$ cat src/rtl/writeback_select_stage.sv
`default_nettype none
// +----------------------------------------------------------------------------+
// | writeback_select_stage : MEM/WB result select, load extract, RF write port  |
// | Optional sub-word load extractor: define WB_LOAD_EXT_EN.                    |
// | Revision: 1.0                                                               |
// +----------------------------------------------------------------------------+
module writeback_select_stage #(
  parameter int DATA_W         = 32,
  parameter int REG_ADDR_W     = 5,
  parameter int ZERO_REG_GUARD = 1
) (
  input  logic                          clk,
  input  logic                          reset,
  input  logic                          inValid,
  input  logic                          stall,
  input  logic                          flush,
  input  logic [1:0]                    WbSel,
  input  logic [DATA_W-1:0]             ALUResult,
  input  logic [DATA_W-1:0]             DataMemOut,
  input  logic [DATA_W-1:0]             LinkAddr,
  input  logic [DATA_W-1:0]             ImmValue,
  input  logic [1:0]                    LoadSize,
  input  logic                          LoadUnsigned,
  input  logic [$clog2(DATA_W/8)-1:0]   ByteOff,
  input  logic                          RegWriteIn,
  input  logic [REG_ADDR_W-1:0]         DestRegIn,
  output logic [DATA_W-1:0]             regWriteData,
  output logic [REG_ADDR_W-1:0]         regWriteAddr,
  output logic                          regWrite,
  output logic                          outValid
);

  localparam int OFF_W = $clog2(DATA_W/8);

  logic [DATA_W-1:0]     w_load_data;
  logic [DATA_W-1:0]     data_d;
  logic                  regWrite_d;
  logic                  w_zero_hit;
  logic [DATA_W-1:0]     data_q;
  logic [REG_ADDR_W-1:0] addr_q;
  logic                  regWrite_q;
  logic                  valid_q;

`ifdef WB_LOAD_EXT_EN
  logic [7:0]        w_byte;
  logic [15:0]       w_half;
  logic [DATA_W-1:0] w_word_ext;

  // Lane index is the byte offset scaled to a bit offset; halves drop ByteOff[0].
  assign w_byte = DataMemOut[{ByteOff, 3'b000} +: 8];
  assign w_half = DataMemOut[{ByteOff[OFF_W-1:1], 4'b0000} +: 16];

  generate
    if (DATA_W == 64) begin : g_word64
      logic [31:0] w_word;
      assign w_word     = DataMemOut[{ByteOff[OFF_W-1], 5'b00000} +: 32];
      assign w_word_ext = {{(DATA_W-32){w_word[31] & ~LoadUnsigned}}, w_word};
    end else begin : g_word32
      assign w_word_ext = DataMemOut;
    end
  endgenerate

  always_comb begin
    w_load_data = DataMemOut;
    case (LoadSize)
      2'd0:    w_load_data = {{(DATA_W-8){w_byte[7] & ~LoadUnsigned}}, w_byte};
      2'd1:    w_load_data = {{(DATA_W-16){w_half[15] & ~LoadUnsigned}}, w_half};
      2'd2:    w_load_data = w_word_ext;
      default: w_load_data = DataMemOut;
    endcase
  end
`else
  logic w_unused_load;
  assign w_unused_load = ^{LoadSize, LoadUnsigned, ByteOff};
  assign w_load_data   = DataMemOut;
`endif

  always_comb begin
    data_d = ALUResult;
    case (WbSel)
      2'd1:    data_d = w_load_data;
      2'd2:    data_d = LinkAddr;
      2'd3:    data_d = ImmValue;
      default: data_d = ALUResult;
    endcase
  end

  assign w_zero_hit = (ZERO_REG_GUARD != 0) && (DestRegIn == '0);
  assign regWrite_d = RegWriteIn & inValid & ~w_zero_hit;

  // Flush only kills the valid/enable bits; data and address are don't-care then.
  always_ff @(posedge clk) begin
    if (reset) begin
      data_q     <= '0;
      addr_q     <= '0;
      regWrite_q <= 1'b0;
      valid_q    <= 1'b0;
    end else if (flush) begin
      regWrite_q <= 1'b0;
      valid_q    <= 1'b0;
    end else if (!stall) begin
      data_q     <= data_d;
      addr_q     <= DestRegIn;
      regWrite_q <= regWrite_d;
      valid_q    <= inValid;
    end
  end

  assign regWriteData = data_q;
  assign regWriteAddr = addr_q;
  assign regWrite     = regWrite_q;
  assign outValid     = valid_q;

endmodule
`default_nettype wire

$ cat config.mk
export PLATFORM = sky130hd
export DESIGN_NAME = writeback_select_stage
export DESIGN_NICKNAME = d
export VERILOG_FILES = /design/src/rtl/writeback_select_stage.sv
export SDC_FILE = /design/constraint.sdc
export NUM_CORES = 1
export LEC_CHECK = 0
export CAP_MARGIN = 15
export CORE_ASPECT_RATIO = 0.7
export CORE_UTILIZATION = 25
export DETAILED_ROUTE_END_ITERATION = 16
export PLACE_DENSITY_LB_ADDON = 0.25
export SYNTH_ARGS = -nofsm -noshare
export SYNTH_HDL_FRONTEND = slang
export SYNTH_SLANG_ARGS = --single-unit
$ cat constraint.sdc
create_clock -name clk -period 5.3 [get_ports clk]
set_clock_uncertainty 0.15 [all_clocks]
set_input_delay 1.06 -clock clk [delete_from_list [all_inputs] [get_ports clk]]
set_output_delay 1.06 -clock clk [all_outputs]
set_load 0.005 [all_outputs]
==> flow_summary.ini <==
[run_status]
status = completed

[pwr]
p_switching_mw = 0.185
switching_share = 0.220
p_leak_nw = 1.61
p_comb_frac = 0.271
seqPwrFrac = 0.380
internal_power_mw = 0.655
powerDensity_nw_per_um2 = 202
ir_worst_vdd_uv = 105
p_clk_frac = 0.349

[worst_setup_path]
start_kind = primary input
cp.required_ns = 5.37
worstPathCellList = clkdlybuf4s50_1 > nor4b_4 > buf_4 > a221o_1
max_stage_delay_ns = 0.96
path_class = in2reg
worstPathMaxFanout = 17
path_buf_inv = 2
reg2reg_setup_slack_ns = 4.41
critPathArrivalTime_ns = 3.25
cp_top_family = buffers and inverters
cp-end-kind = flop
slowest_stage = nor4b_4

[floorplan]
dieWidth_um = 114
io_pins = 185
dieArea_um2 = 9110
die_y_um = 80.1
core-area_um2 = 8440
start_util = 0.258
rows = 28

[finish]
final_cell_mix = clkdlybuf4s50_1 (178), dfxtp_1 (39), mux2i_1 (33)
layout.area.seq_um2 = 781
multiInputGateArea_um2 = 1280
drive_gt1_frac = 0.121
antenna_cells = 0
fillers = 803
final_common_cell = clkdlybuf4s50_1
area_delta_synth_final_pct = 90.9
nets = 527

[sta]
worst_pin_slew_ns = 0.964
fin_crit_sh = 0.600
setup_slack_ns = 2.12
hold_violations = 0
slew_viol_final = 0
setup_viol = 0
rsz0062_at_grt = false
slew_headroom = 0.355
timing.fmax_mhz = 315
layout_min_cycle_time_ns = 3.18
tns_ns = 0

[clock_network]
clockBufferDepth = 2
cts_resized = 0
clock_latency_ns = 0.27
cts_htree_levels = 2
cts_num_sinks = 39
clk_pin_slew_worst_paths_ns = 0.06
cts-root-buf = clkbuf_16
cts_hold_buf = 0
post_cts_buffers = 0
cts_inserted_buffers = 5
tritoncts = built

[logic_synthesis]
synth-seq-cells = 39
ys_seq_area_frac = 0.358
netlist-cell-type-count = 19
yosys.area.top_type = dfxtp_1
syn_nets = 359
syn_avg_cell_area_um2 = 10.2
syn_inst = 213
ys_warn_count = 0
syn_area_um2 = 2180
ys_top_cells_by_area = dfxtp_1 (36%), mux2_2 (17%), mux2i_1 (15%), a221o_1 (15%), nor2_1 (5.7%)
synth_top_area_frac = 0.358

[drt]
routed_via_density = 4.64
drc = 0
dr.first_iter.drc_count = 133
routed_wl_um = 7520
firstDrtPassIters = 4
antenna_left = 0
wl_per_cell_um = 15.0
num_vias = 2324

[hold_path]
hp-class = reg2reg

[placement]
dp_hpwl_um = 5580
gp_congestion = 0.699
post-place-ws_ns = 1.80
port_buffers = 179

[global_route]
grt_max_degree = 65
grt_pass1_wl_um = 11500
grt_pass1_vias = 2334
grt_usage = 0.161
grt_overflow = 0
antenna_found_initial = 0

[flow_run]
drv_cap = 0
Yosys cell counts:
| library cell | count |
|---|---|
| nand2_1 | 6 |
| o21ai_0 | 5 |
| inv_1 | 1 |
| mux2_2 | 32 |
| or4_1 | 1 |
| a211oi_1 | 1 |
| nor3_1 | 1 |
| dfxtp_1 | 39 |
| nor2_1 | 33 |
| nor2_2 | 1 |
| mux2i_1 | 33 |
| buf_6 | 5 |
| or4_4 | 1 |
| nor4b_2 | 1 |
| a21oi_1 | 5 |
| o2111ai_1 | 1 |
| clkbuf_1 | 3 |
| a221o_1 | 32 |
| buf_2 | 12 |
cells by family (layout without fill, tap and decap cells):
logic type	Yosys count	in the layout	synth area share
muxes	65	65	0.317
AOI/OAI and AO/OA	44	44	0.177
and+or+nand+nor	44	44	0.0878
DFF	39	39	0.358
buffers and inverters	21	189	0.0602
layer usage:
| layer | GRT usage | share of wire | vias up |
|---|---|---|---|
| li1 | - | - | 1141 |
| met1 | 0.198 | 0.44 | 1061 |
| met2 | 0.263 | 0.44 | 118 |
| met3 | 0.0642 | 0.11 | 4 |
| met4 | 0.0355 | 0.0059 | 0 |
| met5 | 0 | 0 | - |
final cells by class:
type	count	share of cell area
Multi-Input combinational cell	153	0.307
Timing Repair Buffer	181	0.433
Sequential cell	39	0.188
Clock buffer	6	0.0334
Tap cell	120	0.0361
Inverter	1	0.000902
Clock inverter	1	0.00120
worst paths after layout:
kind | startpoint | end | cells past startpoint
min | regWriteAddr[4]$_SDFFE_PP0P_ | regWriteAddr[4]$_SDFFE_PP0P_ | 2
min reg2reg | regWriteAddr[4]$_SDFFE_PP0P_ | regWriteAddr[4]$_SDFFE_PP0P_ | 2
max reg2reg | regWriteData[31]$_SDFFE_PP0P_ | regWriteData[31]$_SDFFE_PP0P_ | 1
max | stall | regWriteData[31]$_SDFFE_PP0P_ | 4
registers in the layout, indices dropped and copies added, names as in the netlist:
name and flops:
regWrite 1, regWriteAddr 5, regWriteData 32, outValid 1
power by group through the flow:
| stage | sequential, mW | clock, mW | combinational (mW) |
|---|---|---|---|
| final | 0.319 | 0.293 | 0.228 |
| after global routing | 0.321 | 0.319 | 0.245 |
| after CTS | 0.319 | 0.304 | 0.231 |
| after detailed placement | 0.325 | 0 | 0.229 |
| after global placement | 0.325 | 0 | 0.228 |
| after floorplan | 0.327 | 0 | 0.0777 |
tightest hold or removal path: cells and delay by family, from the launching register on:
family | cells | cell delay, ns
DFF | 1 | 0.30
AOI/OAI and AO/OA | 2 | 0.12
metrics by stage:
| step | hold slack (ns) | util | instances | area, um2 | total power [mW] |
|---|---|---|---|---|---|
| after global routing | 0.349 | 0.493 | 501 | 4160 | 0.886 |
| after global placement | 0.316 | 0.476 | 494 | 4020 | 0.552 |
| after floorplan | 0.311 | - | 213 | 2180 | 0.404 |
| after CTS | 0.329 | 0.493 | 501 | 4160 | 0.854 |
| after detailed placement | 0.318 | 0.476 | 494 | 4020 | 0.554 |
| final | 0.327 | 0.493 | 501 | 4160 | 0.840 |
(Power assumes the default switching activity.)
